[config.mk]
export PLATFORM = sky130hd
export DESIGN_NAME = dct_npuntos_pipe
export DESIGN_NICKNAME = d
export VERILOG_FILES = /design/src/rtl/dct_pkg.sv /design/src/rtl/dct4_even_core.sv /design/src/rtl/dct_npuntos_pipe.sv
export SDC_FILE = /design/constraint.sdc
export NUM_CORES = 2
export LEC_CHECK = 0
export ABC_AREA = 1
export CORE_AREA = 2 2 269 271
export DETAILED_ROUTE_END_ITERATION = 7
export DIE_AREA = 0 0 271 273
export DONT_BUFFER_PORTS = 1
export PLACE_DENSITY_LB_ADDON = 0.1
export SYNTH_ARGS = -nofsm -noshare
export SYNTH_HDL_FRONTEND = slang
export SYNTH_SLANG_ARGS = --single-unit
[constraint.sdc]
create_clock -name clk -period 11.04 [get_ports clk]
set_input_delay 2.208 -clock clk [delete_from_list [all_inputs] [get_ports clk]]
set_output_delay 2.208 -clock clk [all_outputs]
set_load 0.05 [all_outputs]
[src/rtl/dct_pkg.sv]
// dct_pkg: shared constants and helpers for the pipelined HEVC forward DCT.
//   - HEVC 8-point DCT basis coefficients.
//   - round_shift: optional rounding arithmetic right shift.
//   - get_elem / put_elem: unpack/pack one signed lane of a packed bus.
//     Lanes are at most ELEM_MAX bits wide.
//     Busses are carried zero-extended to BUS_MAX bits, so one helper
//     serves both the x and the y bus.
package dct_pkg;

  localparam int BUS_MAX  = 256;
  localparam int ELEM_MAX = 32;

  localparam int C64 = 64;
  localparam int C89 = 89;
  localparam int C83 = 83;
  localparam int C75 = 75;
  localparam int C50 = 50;
  localparam int C36 = 36;
  localparam int C18 = 18;

  localparam logic [BUS_MAX-1:0] BUS_ONE = {{(BUS_MAX-1){1'b0}}, 1'b1};

  // (v + 2^(sh-1)) >>> sh; sh == 0 passes v through untouched
  function automatic logic signed [ELEM_MAX-1:0] round_shift(
    input logic signed [ELEM_MAX-1:0] v,
    input int                         sh
  );
    logic signed [ELEM_MAX-1:0] bias;
    if (sh <= 0) begin
      return v;
    end else begin
      bias = 32'sd1 <<< (sh - 1);
      return (v + bias) >>> sh;
    end
  endfunction

  // Extract lane k of width w, sign-extended to ELEM_MAX bits
  function automatic logic signed [ELEM_MAX-1:0] get_elem(
    input logic [BUS_MAX-1:0] bus,
    input int                 w,
    input int                 k
  );
    logic [BUS_MAX-1:0]         sh_bus;
    logic signed [ELEM_MAX-1:0] e;
    sh_bus = bus >> (k * w);
    e      = sh_bus[ELEM_MAX-1:0];
    e      = e <<< (ELEM_MAX - w);
    return e >>> (ELEM_MAX - w);
  endfunction

  // Overwrite lane k of width w with the low w bits of val
  function automatic logic [BUS_MAX-1:0] put_elem(
    input logic [BUS_MAX-1:0]         bus,
    input int                         w,
    input int                         k,
    input logic signed [ELEM_MAX-1:0] val
  );
    logic [BUS_MAX-1:0] mask;
    logic [BUS_MAX-1:0] field;
    mask  = (BUS_ONE << w) - BUS_ONE;
    field = BUS_MAX'(val) & mask;
    return (bus & ~(mask << (k * w))) | (field << (k * w));
  endfunction

endpackage

[src/rtl/dct4_even_core.sv]
// dct4_even_core: 4-point even-part DCT kernel with two register stages.
// Stage S2 registers the ee/eo butterfly of e0..e3.
// Stage S3 registers the products A..D, already rounded by SHIFT:
//   A = 64(ee0+ee1), B = 64(ee0-ee1), C = 83eo0+36eo1, D = 36eo0-83eo1.
// Both stages load only when en is high, so the whole core stalls with the pipe.
// Used for the even half of the 8-point transform and for the full 4-point mode.
// Ports:
//   clk, rst_n      clock, async active-low reset
//   en              stage advance enable
//   e0..e3          signed inputs, WIDTH_X+1 bits
//   a, b, c, d      signed registered outputs, WIDTH_Y bits
module dct4_even_core
  import dct_pkg::*;
#(
  parameter int WIDTH_X = 9,
  parameter int WIDTH_Y = 19,
  parameter int SHIFT   = 0
) (
  input  logic                      clk,
  input  logic                      rst_n,
  input  logic                      en,
  input  logic signed [WIDTH_X:0]   e0,
  input  logic signed [WIDTH_X:0]   e1,
  input  logic signed [WIDTH_X:0]   e2,
  input  logic signed [WIDTH_X:0]   e3,
  output logic signed [WIDTH_Y-1:0] a,
  output logic signed [WIDTH_Y-1:0] b,
  output logic signed [WIDTH_Y-1:0] c,
  output logic signed [WIDTH_Y-1:0] d
);

  localparam int BW = WIDTH_X + 2;
  localparam logic signed [WIDTH_Y-1:0] K64 = WIDTH_Y'(C64);
  localparam logic signed [WIDTH_Y-1:0] K83 = WIDTH_Y'(C83);
  localparam logic signed [WIDTH_Y-1:0] K36 = WIDTH_Y'(C36);

  logic signed [BW-1:0]      ee0_r, ee1_r, eo0_r, eo1_r;
  logic signed [WIDTH_Y-1:0] a_s, b_s, c_s, d_s;

  // S2: even butterfly, full precision WIDTH_X+2
  always_ff @(posedge clk or negedge rst_n) begin
    if (!rst_n) begin
      ee0_r <= {BW{1'b0}};
      ee1_r <= {BW{1'b0}};
      eo0_r <= {BW{1'b0}};
      eo1_r <= {BW{1'b0}};
    end else if (en) begin
      ee0_r <= BW'(e0) + BW'(e3);
      ee1_r <= BW'(e1) + BW'(e2);
      eo0_r <= BW'(e0) - BW'(e3);
      eo1_r <= BW'(e1) - BW'(e2);
    end
  end

  // Products at output width; the WIDTH_Y >= WIDTH_X+10 rule rules out overflow
  always_comb begin
    a_s = K64 * (WIDTH_Y'(ee0_r) + WIDTH_Y'(ee1_r));
    b_s = K64 * (WIDTH_Y'(ee0_r) - WIDTH_Y'(ee1_r));
    c_s = K83 * WIDTH_Y'(eo0_r) + K36 * WIDTH_Y'(eo1_r);
    d_s = K36 * WIDTH_Y'(eo0_r) - K83 * WIDTH_Y'(eo1_r);
  end

  // S3: register rounded products
  always_ff @(posedge clk or negedge rst_n) begin
    if (!rst_n) begin
      a <= {WIDTH_Y{1'b0}};
      b <= {WIDTH_Y{1'b0}};
      c <= {WIDTH_Y{1'b0}};
      d <= {WIDTH_Y{1'b0}};
    end else if (en) begin
      a <= WIDTH_Y'(round_shift(ELEM_MAX'(a_s), SHIFT));
      b <= WIDTH_Y'(round_shift(ELEM_MAX'(b_s), SHIFT));
      c <= WIDTH_Y'(round_shift(ELEM_MAX'(c_s), SHIFT));
      d <= WIDTH_Y'(round_shift(ELEM_MAX'(d_s), SHIFT));
    end
  end

endmodule

[src/rtl/dct_npuntos_pipe.sv]
// dct_npuntos_pipe: 3-stage pipelined HEVC forward DCT.
// Each vector is either one 8-point transform or one 4-point transform,
// selected by mode_4pt.
// The whole pipe advances together when !out_valid || out_ready.
// Bubbles travel as cleared valid bits.
// Ports:
//   clk, rst_n           clock, async active-low reset
//   in_valid / in_ready  input handshake (in_ready = advance enable)
//   mode_4pt             1 = 4-point transform on x0..x3
//   x                    8 packed signed samples, x0 in LSBs
//   out_valid/out_ready  output handshake
//   y                    8 packed signed coefficients, y0 in LSBs
module dct_npuntos_pipe
  import dct_pkg::*;
#(
  parameter int WIDTH_X = 9,
  parameter int WIDTH_Y = 19,
  parameter int SHIFT   = 0
) (
  input  logic                   clk,
  input  logic                   rst_n,
  input  logic                   in_valid,
  output logic                   in_ready,
  input  logic                   mode_4pt,
  input  logic [8*WIDTH_X-1:0]   x,
  output logic                   out_valid,
  input  logic                   out_ready,
  output logic [8*WIDTH_Y-1:0]   y
);

  localparam int EW = WIDTH_X + 1;
  localparam logic signed [WIDTH_Y-1:0] K89 = WIDTH_Y'(C89);
  localparam logic signed [WIDTH_Y-1:0] K75 = WIDTH_Y'(C75);
  localparam logic signed [WIDTH_Y-1:0] K50 = WIDTH_Y'(C50);
  localparam logic signed [WIDTH_Y-1:0] K18 = WIDTH_Y'(C18);
  localparam logic signed [WIDTH_Y-1:0] YZERO = {WIDTH_Y{1'b0}};

  generate
    if (WIDTH_Y < WIDTH_X + 10 || WIDTH_Y > ELEM_MAX) begin : g_bad_width
      $error("dct_npuntos_pipe: WIDTH_Y must be in [WIDTH_X+10, 32]");
    end
  endgenerate

  logic                      adv_s;
  logic                      v1_r, v2_r, v3_r;
  logic                      m1_r, m2_r, m3_r;
  logic signed [WIDTH_X-1:0] xs_s  [8];
  logic signed [EW-1:0]      e_s   [4];
  logic signed [EW-1:0]      o_s   [4];
  logic signed [EW-1:0]      e_r   [4];
  logic signed [EW-1:0]      o_r   [4];
  logic signed [WIDTH_Y-1:0] ow_s  [4];
  logic signed [WIDTH_Y-1:0] odd_s [4];
  logic signed [WIDTH_Y-1:0] odd2_r[4];
  logic signed [WIDTH_Y-1:0] odd3_r[4];
  logic signed [WIDTH_Y-1:0] a_s, b_s, c_s, d_s;
  logic signed [WIDTH_Y-1:0] yel_s [8];
  logic [BUS_MAX-1:0]        ybus_s;

  assign adv_s     = !v3_r || out_ready;
  assign in_ready  = adv_s;
  assign out_valid = v3_r;

  // S1 butterfly; in 4-point mode x4..x7 are ignored and the odd half is zero
  always_comb begin
    for (int k = 0; k < 8; k++) begin
      xs_s[k] = WIDTH_X'(get_elem(BUS_MAX'(x), WIDTH_X, k));
    end
    for (int k = 0; k < 4; k++) begin
      if (mode_4pt) begin
        e_s[k] = EW'(xs_s[k]);
        o_s[k] = {EW{1'b0}};
      end else begin
        e_s[k] = EW'(xs_s[k]) + EW'(xs_s[7-k]);
        o_s[k] = EW'(xs_s[k]) - EW'(xs_s[7-k]);
      end
    end
  end

  // S2 odd coefficient sums y1, y3, y5, y7
  always_comb begin
    for (int k = 0; k < 4; k++) begin
      ow_s[k] = WIDTH_Y'(o_r[k]);
    end
    odd_s[0] =  K89*ow_s[0] + K75*ow_s[1] + K50*ow_s[2] + K18*ow_s[3];
    odd_s[1] =  K75*ow_s[0] - K18*ow_s[1] - K89*ow_s[2] - K50*ow_s[3];
    odd_s[2] =  K50*ow_s[0] - K89*ow_s[1] + K18*ow_s[2] + K75*ow_s[3];
    odd_s[3] =  K18*ow_s[0] - K50*ow_s[1] + K75*ow_s[2] - K89*ow_s[3];
  end

  // Pipeline valid/mode bits, S1 butterfly registers, odd-path S2/S3 registers
  always_ff @(posedge clk or negedge rst_n) begin
    if (!rst_n) begin
      v1_r <= 1'b0;
      v2_r <= 1'b0;
      v3_r <= 1'b0;
      m1_r <= 1'b0;
      m2_r <= 1'b0;
      m3_r <= 1'b0;
      for (int k = 0; k < 4; k++) begin
        e_r[k]    <= {EW{1'b0}};
        o_r[k]    <= {EW{1'b0}};
        odd2_r[k] <= YZERO;
        odd3_r[k] <= YZERO;
      end
    end else if (adv_s) begin
      v1_r <= in_valid;
      v2_r <= v1_r;
      v3_r <= v2_r;
      m1_r <= mode_4pt;
      m2_r <= m1_r;
      m3_r <= m2_r;
      for (int k = 0; k < 4; k++) begin
        e_r[k]    <= e_s[k];
        o_r[k]    <= o_s[k];
        odd2_r[k] <= odd_s[k];
        odd3_r[k] <= WIDTH_Y'(round_shift(ELEM_MAX'(odd2_r[k]), SHIFT));
      end
    end
  end

  dct4_even_core #(
    .WIDTH_X (WIDTH_X),
    .WIDTH_Y (WIDTH_Y),
    .SHIFT   (SHIFT)
  ) u_even (
    .clk   (clk),
    .rst_n (rst_n),
    .en    (adv_s),
    .e0    (e_r[0]),
    .e1    (e_r[1]),
    .e2    (e_r[2]),
    .e3    (e_r[3]),
    .a     (a_s),
    .b     (b_s),
    .c     (c_s),
    .d     (d_s)
  );

  // Output lane mapping from S3 registers (pure mux, no arithmetic)
  always_comb begin
    for (int k = 0; k < 8; k++) begin
      yel_s[k] = YZERO;
    end
    if (m3_r) begin
      yel_s[0] = a_s;
      yel_s[1] = c_s;
      yel_s[2] = b_s;
      yel_s[3] = d_s;
    end else begin
      yel_s[0] = a_s;
      yel_s[1] = odd3_r[0];
      yel_s[2] = c_s;
      yel_s[3] = odd3_r[1];
      yel_s[4] = b_s;
      yel_s[5] = odd3_r[2];
      yel_s[6] = d_s;
      yel_s[7] = odd3_r[3];
    end
    ybus_s = {BUS_MAX{1'b0}};
    for (int k = 0; k < 8; k++) begin
      ybus_s = put_elem(ybus_s, WIDTH_Y, k, ELEM_MAX'(yel_s[k]));
    end
    y = ybus_s[8*WIDTH_Y-1:0];
  end

endmodule

=== Word-level counts from Yosys, hierarchy flattened ===
Index checks and enable logic that the tools add are counted.

* Word-level logic and storage cells: 97
* Input port bits: 77
* Output and inout bits: 154
* Register bits after elaboration: 345

* Bitwise gates (word level): 7
* Reduce and logical (&&, ||, !) cells: 2
* Add/sub/neg operators: 28
* $mul: 20
* Multiplexer cells: 10

{| class="wikitable"
|+ Operators with widths
! kind !! number
|-
| bitwise OR 133 x 152 -> 152 bit || 1
|-
| multiplier 8 x 10 -> 18 bit, first input constant || 8
|-
| bitwise OR 114 x 133 -> 133 bit || 1
|-
| bitwise OR 95 x 114 -> 114 bit || 1
|-
| bitwise OR 76 x 95 -> 95 bit || 1
|-
| 2-to-1 mux 10 bit || 8
|-
| 2-to-1 mux 76 bit || 1
|-
| bitwise OR 57 x 76 -> 76 bit || 1
|-
| multiplier 6 x 10 -> 16 bit, first input constant || 4
|-
| multiplier 5 x 10 -> 15 bit, first input constant || 4
|-
| 2-to-1 mux 57 bit || 1
|-
| bitwise OR 38 x 57 -> 57 bit || 1
|-
| adder 9 x 9 -> 10 bit || 4
|-
| subtractor 9 x 9 -> 10 bit || 4
|-
| adder 18 x 18 -> 19 bit || 2
|-
| adder 19 x 16 -> 19 bit || 2
|-
| multiplier 8 x 11 -> 19 bit, first input constant || 2
|-
| bitwise OR 19 x 38 -> 38 bit || 1
|-
| subtractor 19 x 18 -> 19 bit || 2
|-
| multiplier 5 x 11 -> 16 bit, first input constant || 2
|-
| adder 10 x 10 -> 11 bit || 2
|-
| subtractor 10 x 10 -> 11 bit || 2
|-
| adder 19 x 17 -> 19 bit || 1
|-
| adder 19 x 18 -> 19 bit || 1
|-
| other kinds (10) || 10
|}

=== Longest topological paths before layout ===
* Word-level depth: 8
* Mapped depth: 34
* Mapped depth without buffers: 34

=== Modules after synthesis ===
A second synthesis with hierarchy kept.

* Cell total of the unflattened synthesis: 5677
* Area, all modules: 46631.0 µm²

{| class="wikitable"
|+ Modules (own cells, without submodules)
! module !! instances !! area each (µm²) !! seq. area each (µm²) !! cells an instance
|-
| dct_npuntos_pipe || 1 || 34524.4 || 5955.7 || 4116
|-
| dct4_even_core || 1 || 12106.6 || 2577.5 || 1561
|}

=== Worst setup path before layout ===
No wires, ideal clock.

* Path type: flip-flop to flip-flop
* From: register o_r[39] in the netlist's numbering
* To: register odd2_r[37] in the netlist's numbering
* Arrival time: 7.014 ns
* Period minus slack after synthesis: 7.145 ns
* Setup time: 0.131 ns
* Slack: 3.895 ns
* Data required time: 10.909 ns
* Path buffers: 1
* Stages on the path, launching flop included: 30
* Cell sequence: dfrtp_1 > clkbuf_1 > inv_1 > fa_1 > inv_1 > ha_1 > ha_1 > inv_1 > nor3_1 > nand2_1 > o211ai_1 > a21oi_1 > o21ai_0 > xor2_1 > ha_1 > inv_1 > fa_1 > inv_1 > fa_1 > inv_1 > fa_1 > fa_1 > inv_1 > ha_1 > a21o_1 > a21o_1 > a221oi_1 > nand3b_1 > nand3_1 > o21ai_0

* Word-level cells in the longest chain between the ends: 4

{| class="wikitable"
|+ RTL lines
! item !! line !! RTL
|-
| start, declared || dct_npuntos_pipe.sv:51 || <nowiki>logic signed [EW-1:0] o_r [4];</nowiki>
|-
| start signal, assigned by index || dct_npuntos_pipe.sv:102 || <nowiki>o_r[k] <= {EW{1'b0}};</nowiki>
|-
| start signal, assigned by index || dct_npuntos_pipe.sv:115 || <nowiki>o_r[k] <= o_s[k];</nowiki>
|-
| multiplier 6 x 10 -> 16 bit || dct_npuntos_pipe.sv:87 || <nowiki>odd_s[2] = K50*ow_s[0] - K89*ow_s[1] + K18*ow_s[2] + K75*ow_s[3];</nowiki>
|-
| subtractor 17 x 18 -> 19 bit || dct_npuntos_pipe.sv:87 ||
|-
| adder 19 x 16 -> 19 bit || dct_npuntos_pipe.sv:87 ||
|-
| adder 19 x 18 -> 19 bit || dct_npuntos_pipe.sv:87 ||
|-
| end signal, assigned by index || dct_npuntos_pipe.sv:116 || <nowiki>odd2_r[k] <= odd_s[k];</nowiki>
|-
| end, declared || dct_npuntos_pipe.sv:54 || <nowiki>logic signed [WIDTH_Y-1:0] odd2_r[4];</nowiki>
|}

No other way between the ends.
A chain may end at the register's enable or synchronous reset.

=== Worst setup path in the final report ===
* From: register o_r[3] in the netlist's numbering
* To: register odd2_r[56] in the netlist's numbering

* Word-level cells in the longest chain between the ends: 2

{| class="wikitable"
|+ RTL lines
! item !! line !! RTL
|-
| multiplier 6 x 10 -> 16 bit || dct_npuntos_pipe.sv:86 || <nowiki>odd_s[1] = K75*ow_s[0] - K18*ow_s[1] - K89*ow_s[2] - K50*ow_s[3];</nowiki>
|-
| subtractor 19 x 17 -> 19 bit || dct_npuntos_pipe.sv:86 ||
|}

No other way between the ends.

==> run_results.csv <==
group,metric,value,unit
timing,fmax,0.128,GHz
grt,grtUsageMet3,5.10,%
worst_setup_path,max_stage_delay,0.78,ns
synthesis,synth_area,45900,um^2
grt,grt_max_degree,342,
clock_tree,cts_resized,0,
synthesis,synth-seq-area-share,18.6,%
routing,drc,0,
timing,hold_viol,0,
final_layout,fin_util,67.9,%
routing,via_count,36379,
synthesis,yosysWarnings,0,
min_path,hold_path_class,"reg2reg",
grt,grt_pass1_wl,206000,um
synthesis,synthArstFlopShare,100,%
clock_tree,cts_setup_buffers,0,
clock_tree,clock_path_buffers,3,
clock_tree,ctsHoldBuffers,0,
routing,drt-total-wl,135000,um
worst_setup_path,critPathArrivalTime,8.30,ns
timing,period_share,70.9,%
timing,tns,0,ns
synthesis,synth_edf_count,0,
timing,setup_viol,0,
floorplan,io_pins,231,
grt,grt-ovfl-total,0,
routing,drt_iter0_markers,3141,
routing,wl_per_cell,21.0,um
timing,rsz0062_at_grt,"false",
final_layout,post_route_cells_drive_above_1_share,3.64,%
routing,vias_per_cell,5.67,
synthesis,synth_cells,5477,
placement,gp_congestion,0.996,
clock_tree,cts_made_buffers,42,
timing,max_slew_margin,20.0,%
floorplan,die_h,273,um
grt,met2_usage,57.9,%
worst_setup_path,crit_path_top_delay_cell,"dfrtp_1",
floorplan,rows,98,
worst_setup_path,cp_max_fo,10,
clock_tree,cts_tree,"built",
floorplan,die-area,74000,um^2
placement,dp_hpwl,111000,um
grt,gr-usage-all-layers,36.6,%
run_status,outcome,"completed",
synthesis,synth_cell_types,57,
worst_setup_path,cp.required,11.52,ns
synthesis,yosys_most_used_dff,"dfrtp_1",
grt,grt_util_met1,51.1,%
floorplan,initial_core_util,64.6,%
routing,dr.pass1.iters,7,
synthesis,synth.avg_cell_area,8.38,um^2
worst_setup_path,startpoint_type,"register",
final_layout,nNetsFinal,6748,
worst_setup_path,critPathKind,"reg2reg",
clock_tree,htreeDepth,2,
clock_tree,insertion_delay,0.60,ns
clock_tree,cts.reportedPaths.clkPinSlew,0.07,ns
placement,portBuffers,0,
floorplan,die_x,271,um
timing,min_period,7.82,ns
synthesis,synth.largest_area_cell,"fa_1",
grt,grt_pass1_vias,35537,
worst_setup_path,cpMostUsedCell,"fa_1",
clock_tree,cts_root_buffer,"clkbuf_16",
floorplan,core_area,71000,um^2
flow_run,maxCapViolCount,0,
timing,worst_pin_slew,1.20,ns
synthesis,synth_top_area_share,21.1,%
routing,final_antenna_net_count,0,
grt,antenna_found_initial,2,
final_layout,syn2layout_area_growth,5.04,%
synthesis,synthTopCellsByArea,"fa_1, ha_1, dfrtp_1, inv_1, nand2_1",
timing,finalClockSkew,0.0271,ns
grt,top_usage_layer,"met2",
timing,report.final.slew_viol_count,0,
worst_setup_path,critical_path.endpoint_type,"register",
final_layout,antenna_cells,0,
synthesis,synth-seq-cells,341,
clock_tree,cts_sinks,341,
==> state kept, by name (all words and copies together) (netlist names) <==
register / count
v1_r: 1
odd2_r: 76
u_even.c: 19
u_even.a: 12
out_valid: 1
u_even.b: 11
o_r: 40
m2_r: 1
m1_r: 1
u_even.d: 19
u_even.ee1_r: 10
v2_r: 1
u_even.ee0_r: 10
m3_r: 1
u_even.eo0_r: 11
u_even.eo1_r: 11
e_r: 40
odd3_r: 76
==> routing by layer <==
layer / vias to the layer above / wire [um]
met3: 276 / 10200
met1: 17597 / 57500
met5: - / 26
li1: 17093 / -
met4: 4 / 6160
met2: 1409 / 60700
==> cells in the mapped netlist (all sizes together), types with 20 or more instances <==
library cell	n
a21o	27
a21oi	253
a31oi	36
buf	81
clkbuf	59
dfrtp	341
fa	483
ha	760
inv	1235
nand2	871
nand3	208
nand4	20
nor2	258
nor3	32
o211ai	29
o21ai	380
o221ai	23
o22ai	33
or2	35
xnor2	75
xor2	165
==> cells in the final DEF, fill, tap and decap left out, types with 16 or more instances in the layout <==
master / Yosys / final
nand2_1: 865 / 865
fa_1: 483 / 483
o211ai_1: 27 / 27
inv_1: 1230 / 1230
o22ai_1: 33 / 33
o21bai_1: 16 / 16
ha_1: 760 / 760
buf_4: 17 / 36
dfrtp_1: 341 / 340
o21ai_0: 348 / 299
a31oi_1: 36 / 36
nand3_1: 203 / 203
o21ai_1: 15 / 64
o221ai_1: 23 / 23
nor2_1: 253 / 251
o21ai_2: 17 / 17
clkbuf_16: 0 / 42
a21oi_2: 18 / 18
a21oi_1: 235 / 235
a21o_1: 27 / 27
xnor2_1: 75 / 75
or2_2: 20 / 20
nand4_1: 19 / 19
xor2_1: 164 / 164
nor3_1: 31 / 31
==> per-stage QoR <==
| stage | instance area (um^2) | setup WS (ns) | cells | hold slack [ns] |
|---|---|---|---|---|
| 2_1_floorplan | 45900 | 3.90 | 5488 | 0.420 |
| 3_3_place_gp | 46700 | 3.35 | 6334 | 0.438 |
| 3_5_place_dp | 46700 | 3.31 | 6334 | 0.460 |
| 4_1_cts | 48200 | 3.27 | 6412 | 0.478 |
| 5_1_grt | 48200 | 2.78 | 6412 | 0.497 |
| 6_report | 48200 | 3.22 | 6412 | 0.468 |
==> worst max-delay path, delay by kind of cell, from the launching register on <==
| family | cells | cell delay [ns] |
|---|---|---|
| buf+inv | 3 | 0.16 |
| simple gates | 10 | 1.08 |
| xor+xnor | 1 | 0.12 |
| compound gates | 3 | 0.72 |
| flops | 1 | 0.78 |
| fa+ha+maj | 11 | 4.82 |
==> kinds of logic after synthesis <==
kind of cell / Yosys count / synth area share (%)
AND/OR/NAND/NOR: 1441 / 13.0
buffers and inverters: 1380 / 11.6
adder cells (fa/ha/maj): 1243 / 41.8
AO/OA/AOI/OAI: 831 / 10.4
flip-flops: 341 / 18.6
XOR/XNOR: 240 / 4.60
other: 1 / 0.00817
==> worst paths after layout <==
path	to	from	depth (start not counted)	slack, ns
max in group asynchronous	m3_r$_DFFE_PN0P_	rst_n	0	8.63
min	out_valid$_DFFE_PN0P_	v2_r$_DFFE_PN0P_	2	0.47
min reg2reg	out_valid$_DFFE_PN0P_	v2_r$_DFFE_PN0P_	2	0.47
max	odd2_r[56]$_DFFE_PN0P_	o_r[3]$_DFFE_PN0P_	28	3.22
max reg2reg	odd2_r[56]$_DFFE_PN0P_	o_r[3]$_DFFE_PN0P_	28	3.22
min in group asynchronous	odd2_r[18]$_DFFE_PN0P_	rst_n	0	1.31
==> cell type report <==
| cell class | count | area (um^2) |
|---|---|---|
| Inverter | 1240 | 4660 |
| Clock buffer | 53 | 1160 |
| Multi-Input combinational cell | 3767 | 32100 |
| Timing Repair Buffer | 36 | 270 |
| Sequential cell | 341 | 8540 |
| Clock inverter | 25 | 303 |
| Fill cell | 5932 | 22800 |
| Tap cell | 950 | 1190 |
Power is left out: the tool's default activity adds up to more than one toggle a clock period on the data nets, which glitch-free logic cannot reach.
